**config.mk**
```make
export PLATFORM = sky130hd
export DESIGN_NAME = stopwatch_sequencer
export DESIGN_NICKNAME = d
export VERILOG_FILES = /design/src/rtl/stopwatch_pkg.sv /design/src/rtl/stopwatch_sequencer_tick_prescaler.sv /design/src/rtl/stopwatch_sequencer.sv
export SDC_FILE = /design/constraint.sdc
export NUM_CORES = 1
export LEC_CHECK = 0
export ABC_AREA = 0
export ABC_CLOCK_PERIOD_IN_PS = 2900
export BUFFER_PORTS_ARGS = -buffer_cell sky130_fd_sc_hd__buf_2
export CAP_MARGIN = 20
export CORE_UTILIZATION = 50
export DETAILED_ROUTE_END_ITERATION = 6
export PLACE_DENSITY = 0.72
export SLEW_MARGIN = 0
export SYNTH_ARGS = -nofsm -noshare
export SYNTH_HDL_FRONTEND = slang
export SYNTH_SLANG_ARGS = --single-unit
```
**constraint.sdc**
```tcl
create_clock -name clk -period 2.9 [get_ports clk]
set_clock_uncertainty 0.2 [all_clocks]
set_input_delay 0.58 -clock clk [delete_from_list [all_inputs] [get_ports clk]]
set_output_delay 0.58 -clock clk [all_outputs]
set_load 0.02 [all_outputs]
```
**src/rtl/stopwatch_pkg.sv**
```systemverilog
// Shared encodings and widths for the stopwatch control sequencer.
package stopwatch_pkg;

    localparam int MIN_W           = 8;
    localparam int SEC_W           = 6;
    localparam int MAX_MIN_DEFAULT = 120;

    localparam logic [1:0] STATUS_IDLE    = 2'b00;
    localparam logic [1:0] STATUS_RUNNING = 2'b01;
    localparam logic [1:0] STATUS_PAUSED  = 2'b10;
    localparam logic [1:0] STATUS_LAP     = 2'b11;

    // Bit positions of the buttons inside the packed button vector.
    localparam int BTN_LAP   = 0;
    localparam int BTN_START = 1;
    localparam int BTN_STOP  = 2;
    localparam int BTN_RESET = 3;

    typedef enum logic [1:0] {
        ST_IDLE    = STATUS_IDLE,
        ST_RUNNING = STATUS_RUNNING,
        ST_PAUSED  = STATUS_PAUSED,
        ST_LAP     = STATUS_LAP
    } state_e;

    function automatic logic is_counting(input state_e s);
        return (s == ST_RUNNING) || (s == ST_LAP);
    endfunction

endpackage

```
**src/rtl/stopwatch_sequencer_tick_prescaler.sv**
```systemverilog
// Divides the system clock down to one tick per counted second; the count
// holds while run is low so a paused fractional second is preserved.
module tick_prescaler #(
    parameter int TICK_DIV = 100000000
) (
    input  logic clk,
    input  logic rst,
    input  logic run,
    input  logic clear,
    output logic tick
);

    localparam int              CNT_W = (TICK_DIV > 2) ? $clog2(TICK_DIV) : 1;
    localparam logic [CNT_W-1:0] LAST = CNT_W'(TICK_DIV - 1);
    localparam logic [CNT_W-1:0] ONE  = CNT_W'(1);

    logic [CNT_W-1:0] count_q;
    logic [CNT_W-1:0] count_d;

    // Next count and wrap tick.
    always_comb begin
        count_d = count_q;
        tick    = 1'b0;
        if (clear) begin
            count_d = '0;
        end else if (run) begin
            if (count_q == LAST) begin
                count_d = '0;
                tick    = 1'b1;
            end else begin
                count_d = count_q + ONE;
            end
        end else begin
            count_d = count_q;
        end
    end

    // Count register.
    always_ff @(posedge clk) begin
        if (rst) begin
            count_q <= '0;
        end else begin
            count_q <= count_d;
        end
    end

endmodule

```
**src/rtl/stopwatch_sequencer.sv**
```systemverilog
// Stopwatch control: button press detection, run/pause/lap FSM, 1 Hz count
// enable, counter clear, lap capture and halt at the MAX_MIN:00 limit.
module stopwatch_sequencer
    import stopwatch_pkg::*;
#(
    parameter int TICK_DIV = 100000000,
    parameter int MAX_MIN  = MAX_MIN_DEFAULT
) (
    input  logic             clk,
    input  logic             rst,
    input  logic             start_btn,
    input  logic             stop_btn,
    input  logic             reset_btn,
    input  logic             lap_btn,
    input  logic [MIN_W-1:0] cnt_minutes,
    input  logic [SEC_W-1:0] cnt_seconds,
    output logic             cnt_enable,
    output logic             cnt_clear,
    output logic [MIN_W-1:0] disp_minutes,
    output logic [SEC_W-1:0] disp_seconds,
    output logic [MIN_W-1:0] lap_minutes,
    output logic [SEC_W-1:0] lap_seconds,
    output logic             lap_valid,
    output logic             max_reached,
    output logic [1:0]       status
);

    logic [3:0]       btn_s, press_s, prev_q, prev_d;
    state_e           state_q, state_d;
    logic [MIN_W-1:0] lap_min_q, lap_min_d, disp_min_q, disp_min_d;
    logic [SEC_W-1:0] lap_sec_q, lap_sec_d, disp_sec_q, disp_sec_d;
    logic             lap_valid_q, lap_valid_d, max_q, max_d;
    logic             clear_q, clear_d, enable_q, enable_d;
    logic             presc_run_s, presc_clear_s, tick_s, at_max_s;

    assign btn_s    = {reset_btn, stop_btn, start_btn, lap_btn};
    assign at_max_s = (cnt_minutes == MIN_W'(MAX_MIN)) && (cnt_seconds == '0);

    tick_prescaler #(.TICK_DIV(TICK_DIV)) u_prescaler (
        .clk   (clk),
        .rst   (rst),
        .run   (presc_run_s),
        .clear (presc_clear_s),
        .tick  (tick_s)
    );

    // The limit suppresses the enable even if a wrap lands on the same edge.
    assign enable_d = tick_s & ~at_max_s;

    // Press detection, state transitions and next values of all registered outputs.
    always_comb begin
        prev_d        = btn_s;
        press_s       = btn_s & ~prev_q;
        state_d       = state_q;
        lap_min_d     = lap_min_q;
        lap_sec_d     = lap_sec_q;
        lap_valid_d   = lap_valid_q;
        max_d         = max_q;
        clear_d       = 1'b0;
        presc_clear_s = 1'b0;
        if (press_s[BTN_RESET]) begin
            state_d       = ST_IDLE;
            clear_d       = 1'b1;
            presc_clear_s = 1'b1;
            lap_min_d     = '0;
            lap_sec_d     = '0;
            lap_valid_d   = 1'b0;
            max_d         = 1'b0;
        end else begin
            case (state_q)
                ST_IDLE: begin
                    if (press_s[BTN_START]) begin
                        state_d       = ST_RUNNING;
                        presc_clear_s = 1'b1;
                    end else begin
                        state_d = ST_IDLE;
                    end
                end
                ST_RUNNING, ST_LAP: begin
                    if (at_max_s) begin
                        state_d = ST_PAUSED;
                        max_d   = 1'b1;
                    end else if (press_s[BTN_STOP]) begin
                        state_d = ST_PAUSED;
                    end else if (press_s[BTN_LAP]) begin
                        state_d     = (state_q == ST_LAP) ? ST_RUNNING : ST_LAP;
                        lap_min_d   = cnt_minutes;
                        lap_sec_d   = cnt_seconds;
                        lap_valid_d = 1'b1;
                    end else begin
                        state_d = state_q;
                    end
                end
                ST_PAUSED: begin
                    if (press_s[BTN_START] && !max_q) begin
                        state_d = ST_RUNNING;
                    end else begin
                        state_d = ST_PAUSED;
                    end
                end
                default: begin
                    state_d = ST_IDLE;
                end
            endcase
        end
        // Only advance across edges that stay in a counting state, so the
        // fractional second is neither lost nor gained on pause/resume.
        presc_run_s = is_counting(state_q) && is_counting(state_d);
        if (state_d == ST_LAP) begin
            disp_min_d = lap_min_d;
            disp_sec_d = lap_sec_d;
        end else begin
            disp_min_d = cnt_minutes;
            disp_sec_d = cnt_seconds;
        end
    end

    // State and output registers.
    always_ff @(posedge clk) begin
        if (rst) begin
            prev_q      <= 4'b1111;
            state_q     <= ST_IDLE;
            lap_min_q   <= '0;
            lap_sec_q   <= '0;
            lap_valid_q <= 1'b0;
            max_q       <= 1'b0;
            clear_q     <= 1'b0;
            enable_q    <= 1'b0;
            disp_min_q  <= '0;
            disp_sec_q  <= '0;
        end else begin
            prev_q      <= prev_d;
            state_q     <= state_d;
            lap_min_q   <= lap_min_d;
            lap_sec_q   <= lap_sec_d;
            lap_valid_q <= lap_valid_d;
            max_q       <= max_d;
            clear_q     <= clear_d;
            enable_q    <= enable_d;
            disp_min_q  <= disp_min_d;
            disp_sec_q  <= disp_sec_d;
        end
    end

    assign cnt_enable   = enable_q;
    assign cnt_clear    = clear_q;
    assign disp_minutes = disp_min_q;
    assign disp_seconds = disp_sec_q;
    assign lap_minutes  = lap_min_q;
    assign lap_seconds  = lap_sec_q;
    assign lap_valid    = lap_valid_q;
    assign max_reached  = max_q;
    assign status       = state_q;

endmodule

```
== After elaboration in Yosys (flattened, before gate mapping) ==
Cells that the tools add are included.
Storage, ports and cells
  output and inout bits: 34
  bits in latches: 0
  ROM bits: 0
  RAM bits: 0
  register bits after elaboration: 65
  input bits: 20
  memories: 0
Cells by class
  shifts and indexed selects: 0
  bitwise operators: 5
  $mul: 0
  muxes and demuxes: 28
  reduce and logical (&&, ||, !) cells: 13
  div/mod/pow operators: 0
  eq/ne operators: 7
  order comparisons: 0
  $add $sub $neg: 1
Operators by type and width (number)
  $mux 8: 6
  $mux 6: 6
  $add 27x1->27 const B: 1
  $eq 27x27->1 const B: 1
  $mux 27: 1
  $mux 2: 6
  $eq 8x7->1 const B: 1
  $mux 1: 8
  $eq 2x2->1 const B: 3
  $logic_not 6->1: 1
  $pmux 2 s3: 1
  $reduce_or 2->1: 3
  $and 4x4->4: 1
  $eq 2x1->1 const B: 2
  $not 4->4: 1
  $reduce_and 4->1: 1
  $logic_and 1x1->1: 3
  $logic_not 2->1: 1
  $logic_or 1x1->1: 2
  $not 1->1: 2
  $reduce_and 2->1: 1
  $and 1x1->1: 1
  $logic_not 1->1: 1

== Longest topological paths before layout ==
Gate-level depths: netlist of the first run.
  depth in word-level cells: 13
  mapped depth: 8
  depth with buffers taken out: 6

== Modules after synthesis ==
A second synthesis of the first run with hierarchy kept.
Second synthesis, totals
  cells, all modules: 324
  area, all modules: 3015.4 µm²
Modules (own cells, without submodules)
  stopwatch_sequencer: cells an instance 166, area each 1615.3 µm², instances 1
  tick_prescaler: cells an instance 158, area each 1400.1 µm², instances 1

== Worst setup path before layout of the first run ==
OpenSTA, ideal clock, no wires.
  kind: input port to flip-flop
  start: in cnt_seconds[4]
  end: reg disp_min_q[0] (netlist: disp_minutes[0])
  setup time: 0.128 ns
  buffers on the path: 3
  path slack: 0.519 ns
  stages on the path: 8
  arrival time: 2.054 ns
  path through: and4bb_1 > and4_4 > buf_6 > or4b_4 > buf_6 > buf_8 > mux2i_1 > nor2_1
Between the ends
  word-level cells in the longest chain between the ends: 7
  elaborated cells between the ends (all ways): 10
  classes of those cells: 1 x eq/ne; 7 x mux; 2 x reduce/logical
Ends and longest elaborated chain
  start: declaration: RTL line stopwatch_sequencer.sv:16  | input logic [SEC_W-1:0] cnt_seconds,
  $logic_not 6->1 (*): RTL line stopwatch_sequencer.sv:37  | assign at_max_s = (cnt_minutes == MIN_W'(MAX_MIN)) && (cnt_seconds == '0);
  $logic_and 1x1->1 (*): RTL line stopwatch_sequencer.sv:37
  $mux 2: RTL line stopwatch_sequencer.sv:80  | if (at_max_s) begin
  $pmux 2 s3: RTL line stopwatch_sequencer.sv:70  | case (state_q)
  $mux 2: RTL line stopwatch_sequencer.sv:61  | if (press_s[BTN_RESET]) begin
  $eq 2x2->1: RTL line stopwatch_sequencer.sv:109  | if (state_d == ST_LAP) begin
  $mux 8 (*): RTL line stopwatch_sequencer.sv:109
  end signal: assignment: RTL line stopwatch_sequencer.sv:140  | disp_min_q <= disp_min_d;
  end: declaration: RTL line stopwatch_sequencer.sv:30  | logic [MIN_W-1:0] lap_min_q, lap_min_d, disp_min_q, disp_min_d;
Mark *: on every way between the ends. The rest lies on a longest branch, timed or not.
A chain may end at the register's enable or synchronous reset.

== Worst setup path after layout of the first run ==
  start: reg u_prescaler.count_q[0]
  end: reg u_prescaler.count_q[26]
Between the ends
  word-level cells in the longest chain between the ends: 2
  elaborated cells between the ends (all ways): 3
  classes of those cells: 1 x add/sub; 1 x eq/ne; 1 x mux
Ends and longest elaborated chain
  start: declaration: RTL line stopwatch_sequencer_tick_prescaler.sv:17  | logic [CNT_W-1:0] count_q;
  start signal: assignment: RTL line stopwatch_sequencer_tick_prescaler.sv:43  | count_q <= count_d;
  $add 27x1->27 or $eq 27x27->1 (tied branches): RTL line stopwatch_sequencer_tick_prescaler.sv:31, stopwatch_sequencer_tick_prescaler.sv:27
  $mux 27 (*): RTL line stopwatch_sequencer_tick_prescaler.sv:27  | if (count_q == LAST) begin
Marks and branches as above.

==> flow_summary_export.csv, run 1 <==
group,metric,value,unit
power_and_ir_drop,p_sw,0.4989,mW
power_and_ir_drop,power_frac_seq,51.6,%
clock_network,cts_tree,"done",
setup_path,cp.arrival,2.56,ns
clock_network,postCtsSetupRepairBufs,0,
floorplan,die-height,81.44,µm
place,gp_congestion,0.8712,
detailed_routing,vias,2789,
outcome,status,"finished clean",
sta,drv_slew,0,
place,pre_cts_ws,0.2302,ns
logic_synthesis,netlist_instances,347,
power_and_ir_drop,pwr-share-clk,40.2,%
floorplan,fp.dieArea,6632,µm²
sta,setup_viol,0,
power_and_ir_drop,p_int,1.284,mW
clock_network,ctsHoldBuffers,0,
grt,grt_util_all_layers,24.37,%
detailed_routing,drc,0,
setup_path,path_cells,"ha_1 > nand4_4 > or4_4 > nor4_2 > o21ai_0 > a31o_1",
place,port_buffers,53,
power_and_ir_drop,ir_drop,0.3740,mV
floorplan,die_w,81.44,µm
clock_network,root_buffer,"clkbuf_8",
floorplan,ios,54,
power_and_ir_drop,pwr-share-comb,8.2,%
logic_synthesis,synth-edff-count,0,
setup_path,cp_max_fo,6,
setup_path,slowest_delay,0.64,ns
setup_path,crit_path_top_delay_cell,"or4_4",
sta,rsz0062_at_grt,"no",
detailed_routing,wl_per_cell,15.48,µm
detailed_routing,first_iter_violations,171,
logic_synthesis,yosysTopAreaCell,"dfxtp_1",
logic_synthesis,ys_seq_area_share,41.24,%
sta,final_hold_viol_count,0,
grt,antenna_found_initial,0,
logic_synthesis,synth_flop_cell,"dfxtp_1",
grt,grt_pass1_vias,2555,
clock_network,htree_num_levels,3,
logic_synthesis,ys_ff_latch,65,
floorplan,rows,28,
setup_path,cp-start-kind,"register",
grt,grt_pass1_wl,12.35,mm
setup_path,crit_type,"reg -> reg",
detailed_routing,vias_per_cell,5.798,
sta,relSlewSlack,53.44,%
logic_synthesis,synthTopCellsByArea,"dfxtp_1 41%, mux2i_1 8.9%, nor2_1 5.5%, nand2_1 2.7%, nand3_1 2.7%",
detailed_routing,dr.pass1.iters,4,
sta,tns,0,ns
sta,fin_crit_sh,86.99,%
logic_synthesis,syn_area_per_cell,9.094,µm²
grt,grt_overflow,0,
floorplan,core,5991,µm²
finish,nFillCells,532,
finish,diodes,0,
logic_synthesis,syn_area,3156,µm²
sta,tightest_slew,0.6947,ns
power_and_ir_drop,p_leak,1.506,nW
setup_path,timing.critical_path.to_type,"register",
clock_network,cts.repair.resized,0,
setup_path,critPathBufInv,0,
setup_path,critical_path.top_delay_family,"simple AND/OR/NAND/NOR gates",
place,dp_hpwl,5.366,mm
floorplan,initial_utilization,52.67,%
sta,max_freq,396.4,MHz
finish,syn_to_final_growth,15.82,%
finish,nets,422,
logic_synthesis,synthArstFlopShare,0,%
clock_network,clk_latency,0.35,ns
power_and_ir_drop,power.share.switching,27.97,%
grt,grt_max_degree,22,
logic_synthesis,synth_nets,368,
clock_network,clk_pin_slew,0.08,ns
setup_path,critPathRequiredTime,2.94,ns
logic_synthesis,synth_top_cell_area_share,41.24,%
job,maxCapViolations,0,
finish,final_cell_mix,"65 x dfxtp_1, 53 x buf_2, 46 x nor2_1, 28 x mux2i_1, 23 x nand2_1",
power_and_ir_drop,powerDensity,487.9,nW/µm²
logic_synthesis,synthDistinctLibCells,61,
detailed_routing,ant_nets,0,
worst_hold_path,hold_class,"in -> reg",
sta,fin_ws,0.3774,ns
clock_network,cts_buffers,9,
finish,final_common_cell,"dfxtp_1",
power_and_ir_drop,finalPower,1.783,mW
detailed_routing,wl,7.448,mm
clock_network,cts_sinks,65,
logic_synthesis,synth_warnings,0,
clock_network,clk_path_buf_depth,2,
sta,min_period,2.523,ns
finish,drive_gt1_share,24.63,%
==> registers in the layout, indices dropped and copies added, names as in the netlist <==
name and count:
u_prescaler.count_q 27, disp_minutes 8, lap_minutes 8, disp_seconds 6
lap_seconds 6, prev_q 4, status 2, cnt_clear 1
cnt_enable 1, lap_valid 1, max_reached 1
==> area by class of cell <==
class | count | area, µm² | share of cell area [%]
multi-input cells | 261 | 1730 | 47.35
flip-flops and latches | 65 | 1301 | 35.60
repair buffers | 63 | 340.3 | 9.312
clock buffers | 9 | 123.9 | 3.389
well taps | 75 | 93.84 | 2.568
clock inverters | 7 | 61.31 | 1.678
inverters | 1 | 3.754 | 0.1027
==> path summary, 6_finish.rpt <==
| check | start | slack (ns) | cells past startpoint | endpoint |
|---|---|---|---|---|
| min | stop_btn | 0.24 | 2 | prev_q[2]$_SDFF_PP1_ |
| max | u_prescaler.count_q[0]$_SDFFE_PP0P_ | 0.38 | 6 | u_prescaler.count_q[26]$_SDFFE_PP0P_ |
| min reg2reg | lap_valid$_SDFFE_PP0P_ | 0.28 | 2 | lap_valid$_SDFFE_PP0P_ |
| max reg2reg | u_prescaler.count_q[0]$_SDFFE_PP0P_ | 0.38 | 6 | u_prescaler.count_q[26]$_SDFFE_PP0P_ |
==> Yosys cell counts, drive strengths merged (4+ instances only) <==
cell and number:
or3 4, nand3 17, mux2i 28, nor2 46, a21oi 13, and3 7
or4 6, clkbuf 11, nand4 12, or2 5, dfxtp 65, nor4 10
nand2 23, nand2b 6, a32o 7, xor2 4, nor3 15, buf 9
o21ai 15, and4 4
==> power groups by stage <==
stage | registers [mW] | logic, mW | clock network (mW)
2_1_floorplan | 0.959 | 0.0700 | 0
5_1_grt | 0.923 | 0.159 | 0.762
4_1_cts | 0.921 | 0.146 | 0.726
3_3_place_gp | 0.941 | 0.143 | 0
3_5_place_dp | 0.941 | 0.145 | 0
6_report | 0.921 | 0.146 | 0.717
==> metrics by stage <==
stage | utilization, % | hold WS (ns) | cell area, µm² | instances
finish | 61.01 | 0.2435 | 3655 | 481
global route | 61.01 | 0.2375 | 3655 | 481
CTS | 61.01 | 0.2375 | 3655 | 481
detailed placement | 57.92 | 0.2574 | 3470 | 465
global placement | 57.92 | 0.2484 | 3470 | 465
floorplan | - | 0.2651 | 3156 | 347
==> metal layers <==
layer  routed length, µm  GRT usage, %  vias to the layer above
met5                   0             0                        -
met4                  99         9.107                        0
met3                 376         4.111                       10
met2                3294         36.08                       74
met1                3676         35.17                     1314
li1                    -             -                     1391
==> cell families (layout without fill, tap and decap cells) <==
family,after synthesis,after routing,share of synthesized area (%)
AND/OR/NAND/NOR,174,174,32.83
XOR/XNOR,5,5,1.388
AO/OA/AOI/OAI,52,52,10.98
adder cells (fa/ha/maj),1,1,0.3964
flip-flops,65,65,41.24
buffers and inverters,21,80,3.925
multiplexers,29,29,9.239
(Power assumes the default switching activity.)
==> run 2, diff against run 1 <==
--- a/config.mk
+++ b/config.mk
@@ -9,8 +9,10 @@
 export ABC_CLOCK_PERIOD_IN_PS = 2900
 export BUFFER_PORTS_ARGS = -buffer_cell sky130_fd_sc_hd__buf_2
 export CAP_MARGIN = 20
+export CORE_ASPECT_RATIO = 1.25
 export CORE_UTILIZATION = 50
 export DETAILED_ROUTE_END_ITERATION = 6
+export GPL_ROUTABILITY_DRIVEN = 0
 export PLACE_DENSITY = 0.72
 export SLEW_MARGIN = 0
 export SYNTH_ARGS = -nofsm -noshare
==> flow_summary_export.csv, run 2 (synthesized netlist as in run 1, its figures left out) <==
group,metric,value,unit
power_and_ir_drop,p_leak,1.549,nW
clock_network,postCtsSetupRepairBufs,0,
setup_path,cp_max_fo,6,
sta,final_hold_viol_count,0,
outcome,status,"finished clean",
sta,rsz0062_at_grt,"no",
finish,nets,428,
power_and_ir_drop,powerDensity,515.7,nW/µm²
place,pre_cts_ws,0.1912,ns
grt,antenna_found_initial,0,
clock_network,clk_latency,0.35,ns
floorplan,die_w,73.06,µm
detailed_routing,wl_per_cell,15.32,µm
detailed_routing,dr.pass1.iters,4,
detailed_routing,drc,0,
grt,grt_util_all_layers,25.01,%
worst_hold_path,hold_class,"in -> reg",
finish,diodes,0,
sta,tightest_slew,0.8241,ns
finish,final_cell_mix,"65 x dfxtp_1, 53 x buf_2, 46 x nor2_1, 28 x mux2i_1, 23 x nand2_1",
setup_path,crit_type,"reg -> reg",
clock_network,cts_sinks,65,
sta,fin_ws,0.4236,ns
grt,grt_max_degree,22,
clock_network,cts_tree,"done",
job,maxCapViolations,0,
clock_network,root_buffer,"clkbuf_8",
grt,grt_overflow,0,
grt,grt_pass1_vias,2800,
place,dp_hpwl,5.424,mm
detailed_routing,ant_nets,0,
finish,fin_cells,496,
detailed_routing,wl,7.601,mm
finish,drive_gt1_share,25.55,%
detailed_routing,vias,2877,
floorplan,die-height,90.82,µm
setup_path,cp.arrival,2.52,ns
sta,fin_crit_sh,85.39,%
sta,max_freq,403.8,MHz
finish,final_common_cell,"dfxtp_1",
finish,syn_to_final_growth,18.75,%
finish,top_register,"u_prescaler.count_q",
finish,largest_reg_flops,27,
clock_network,clk_pin_slew,0.08,ns
sta,relSlewSlack,44.76,%
clock_network,cts_buffers,9,
setup_path,critPathRequiredTime,2.94,ns
floorplan,ios,54,
power_and_ir_drop,finalPower,1.932,mW
place,port_buffers,53,
clock_network,cts.repair.resized,0,
setup_path,timing.critical_path.to_type,"register",
sta,drv_slew,0,
sta,setup_viol,0,
floorplan,fp.dieArea,6635,µm²
floorplan,rows,32,
clock_network,htree_num_levels,3,
grt,grt_pass1_wl,12.85,mm
floorplan,initial_utilization,51.51,%
floorplan,core,6126,µm²
setup_path,cp-start-kind,"register",
power_and_ir_drop,ir_drop,0.3753,mV
clock_network,clk_path_buf_depth,2,
detailed_routing,first_iter_violations,260,
finish,final_cell_area,3747,µm²
detailed_routing,vias_per_cell,5.800,
place,placed_area,3531,µm²
place,placedCellCount,481,
sta,min_period,2.476,ns
clock_network,ctsHoldBuffers,0,
run 2: changes by cell type in the layout (fill, tap and decap cells not counted):
| cell | previous run | this run |
|---|---|---|
| inv_8 | 1 | 0 |
| bufinv_16 | 0 | 2 |
| inv_6 | 2 | 1 |
| buf_4 | 10 | 15 |
| clkinv_4 | 2 | 1 |
| buf_6 | 0 | 1 |
run 2: report_power, final:
group / total (mW) / switching (mW) / internal (mW)
clock network: 0.857 / 0.374 / 0.483
registers: 0.920 / 0.00984 / 0.911
logic: 0.155 / 0.0975 / 0.0574
run 2: worst paths after layout:
check | end | cells past startpoint | start | slack [ns]
max reg2reg | u_prescaler.count_q[26]$_SDFFE_PP0P_ | 6 | u_prescaler.count_q[0]$_SDFFE_PP0P_ | 0.42
min reg2reg | lap_valid$_SDFFE_PP0P_ | 2 | lap_valid$_SDFFE_PP0P_ | 0.29
max | u_prescaler.count_q[26]$_SDFFE_PP0P_ | 6 | u_prescaler.count_q[0]$_SDFFE_PP0P_ | 0.42
min | prev_q[0]$_SDFF_PP1_ | 2 | lap_btn | 0.23
run 2: layer usage:
layer / global-route usage, % / up-vias / wire, µm
li1: - / 1399 / -
met1: 28.80 / 1365 / 3219
met2: 41.20 / 99 / 3747
met3: 7.813 / 14 / 466
met4: 11.76 / 0 / 167
met5: 0 / - / 0
run 2: final cells by class:
type                            count  area [µm²]
Clock inverter                      6       92.59
Multi-Input combinational cell    261        1730
Timing Repair Buffer               69       389.1
Inverter                            1       3.754
Sequential cell                    65        1301
Clock buffer                        9       123.9
Fill cell                         538        2379
Tap cell                           85       106.4
run 2: worst max-delay path, cell delays in order (launching register included):
cell,delay [ns]
dfxtp_1,0.41
ha_1,0.28
nand4_4,0.18
or4_4,0.63
nor4_2,0.30
o21ai_0,0.11
a31o_1,0.26
run 2: through the flow:
step | setup TNS (ns) | hold WS (ns) | utilization [%]
CTS | 0 | 0.2209 | 61.17
detailed placement | 0 | 0.2632 | 57.64
finish | 0 | 0.2330 | 61.17
floorplan | 0 | 0.2651 | -
global route | 0 | 0.2243 | 61.17
global placement | -0.006900 | 0.2471 | 57.46
==> run 3, diff against run 2 <==
--- a/config.mk
+++ b/config.mk
@@ -9,11 +9,13 @@
 export ABC_CLOCK_PERIOD_IN_PS = 2900
 export BUFFER_PORTS_ARGS = -buffer_cell sky130_fd_sc_hd__buf_2
 export CAP_MARGIN = 20
+export CELL_PAD_IN_SITES_DETAIL_PLACEMENT = 0
+export CELL_PAD_IN_SITES_GLOBAL_PLACEMENT = 1
 export CORE_ASPECT_RATIO = 1.25
-export CORE_UTILIZATION = 50
+export CORE_UTILIZATION = 42
 export DETAILED_ROUTE_END_ITERATION = 6
 export GPL_ROUTABILITY_DRIVEN = 0
-export PLACE_DENSITY = 0.72
+export PLACE_DENSITY_LB_ADDON = 0.1
 export SLEW_MARGIN = 0
 export SYNTH_ARGS = -nofsm -noshare
 export SYNTH_HDL_FRONTEND = slang
==> flow_summary_export.csv, run 3 (synthesized netlist as in run 1, its figures left out) <==
group,metric,value,unit
outcome,status,"finished clean",
clock_network,cts_tree,"done",
setup_path,crit_start,"u_prescaler.count_q[0]$_SDFFE_PP0P_",
sta,fin_ws,0.3797,ns
detailed_routing,first_iter_violations,122,
power_and_ir_drop,p_leak,1.604,nW
clock_network,root_buffer,"clkbuf_8",
clock_network,clk_pin_slew,0.07,ns
clock_network,htree_num_levels,3,
setup_path,cp.arrival,2.55,ns
finish,diodes,0,
setup_path,crit_type,"reg -> reg",
place,pre_cts_ws,0.2304,ns
power_and_ir_drop,pwr-share-clk,46.8,%
detailed_routing,wl_per_cell,16.05,µm
clock_network,cts_sinks,65,
grt,grt_max_degree,22,
detailed_routing,vias_per_cell,5.585,
finish,fin_cells,509,
power_and_ir_drop,finalPower,2.030,mW
detailed_routing,ant_nets,0,
clock_network,clk_latency,0.34,ns
setup_path,timing.critical_path.to_type,"register",
finish,largest_reg_flops,27,
sta,relSlewSlack,51.88,%
power_and_ir_drop,ir_drop,0.2566,mV
power_and_ir_drop,pwr-share-comb,7.9,%
floorplan,fp.dieArea,7866,µm²
sta,rsz0062_at_grt,"no",
finish,syn_to_final_growth,21.49,%
power_and_ir_drop,powerDensity,529.4,nW/µm²
clock_network,cts_buffers,9,
worst_hold_path,hold_class,"in -> reg",
setup_path,cp_max_fo,6,
grt,antenna_found_initial,0,
worst_hold_path,hp-start,"stop_btn",
detailed_routing,drc,0,
floorplan,core,7104,µm²
grt,grt_pass1_wl,13.37,mm
finish,final_common_cell,"dfxtp_1",
finish,nFillCells,671,
grt,grt_pass1_vias,2793,
finish,fin_util,53.96,%
setup_path,cp-start-kind,"register",
sta,max_freq,396.8,MHz
floorplan,die-height,98.91,µm
clock_network,cts.repair.resized,0,
sta,final_hold_viol_count,0,
power_and_ir_drop,p_sw,0.4822,mW
power_and_ir_drop,p_int,1.548,mW
setup_path,critPathRequiredTime,2.93,ns
power_and_ir_drop,power.share.switching,23.76,%
floorplan,initial_utilization,44.42,%
sta,fin_crit_sh,86.91,%
clock_network,postCtsSetupRepairBufs,0,
floorplan,rows,34,
clock_network,clk_path_buf_depth,2,
power_and_ir_drop,power_frac_seq,45.4,%
finish,top_register,"u_prescaler.count_q",
finish,drive_gt1_share,26.73,%
grt,grt_util_all_layers,22.37,%
grt,grt_overflow,0,
detailed_routing,vias,2843,
floorplan,die_w,79.53,µm
floorplan,ios,54,
place,dp_hpwl,5.948,mm
sta,drv_slew,0,
clock_network,ctsHoldBuffers,0,
detailed_routing,wl,8.170,mm
job,maxCapViolations,0,
detailed_routing,dr.pass1.iters,4,
setup_path,rr_startpoint,"u_prescaler.count_q[0]$_SDFFE_PP0P_",
finish,final_cell_mix,"65 x dfxtp_1, 53 x buf_2, 46 x nor2_1, 28 x mux2i_1, 23 x nand2_1",
sta,setup_viol,0,
sta,tightest_slew,0.7218,ns
place,placedCellCount,493,
sta,min_period,2.520,ns
place,port_buffers,53,
finish,nets,435,
run 3: cell count changes in the layout (fill, tap and decap cells not counted), sizes merged:
| cell | previous run | this run |
|---|---|---|
| inv | 2 | 1 |
| clkinv | 1 | 3 |
| bufinv | 2 | 3 |
| clkbuf | 9 | 10 |
| clkinvlp | 2 | 0 |
| buf | 69 | 76 |
run 3: routing by layer:
| metal | global-route usage (%) | part of all wire, % |
|---|---|---|
| met5 | 0 | 0 |
| met1 | 24.90 | 42 |
| met3 | 6.759 | 5.3 |
| met4 | 10.91 | 3.0 |
| met2 | 38.13 | 49 |
run 3: final cells by class:
type | count | area (µm²) | area share, %
multi-input combinational | 261 | 1730 | 45.14
sequential | 65 | 1301 | 33.94
timing repair buffer | 76 | 441.7 | 11.52
clock buffer | 10 | 127.6 | 3.329
clock inverter | 6 | 116.4 | 3.035
tap | 90 | 112.6 | 2.937
inverter | 1 | 3.754 | 0.09791
run 3: critical path, cell delays in order (launching register included):
cell and delay, ns:
dfxtp_1 0.42, ha_1 0.31, nand4_4 0.19, or4_4 0.64, nor4_2 0.31, o21ai_0 0.11, a31o_1 0.22
run 3: per-stage QoR:
stage	hold slack [ns]	TNS, ns	instance area, µm²
CTS	0.2290	0	3834
global placement	0.2456	-0.4604	3578
detailed placement	0.2621	0	3590
floorplan	0.2651	0	3156
finish	0.2458	0	3834
global route	0.2287	0	3834
run 3: power groups by stage:
stage	registers, mW	logic [mW]	clock network, mW
after CTS	0.920	0.162	0.969
after detailed placement	0.941	0.161	0
after global placement	0.941	0.158	0
after floorplan	0.959	0.0700	0
after global routing	0.923	0.174	1.02
final	0.921	0.160	0.949
run 3: worst paths after layout:
path                                                             end  slack [ns]  cells after the start
worst min-delay path                            prev_q[2]$_SDFF_PP1_        0.25                      2
worst max-delay path            u_prescaler.count_q[26]$_SDFFE_PP0P_        0.38                      6
worst min register to register                lap_valid$_SDFFE_PP0P_        0.28                      2
worst max register to register  u_prescaler.count_q[26]$_SDFFE_PP0P_        0.38                      6
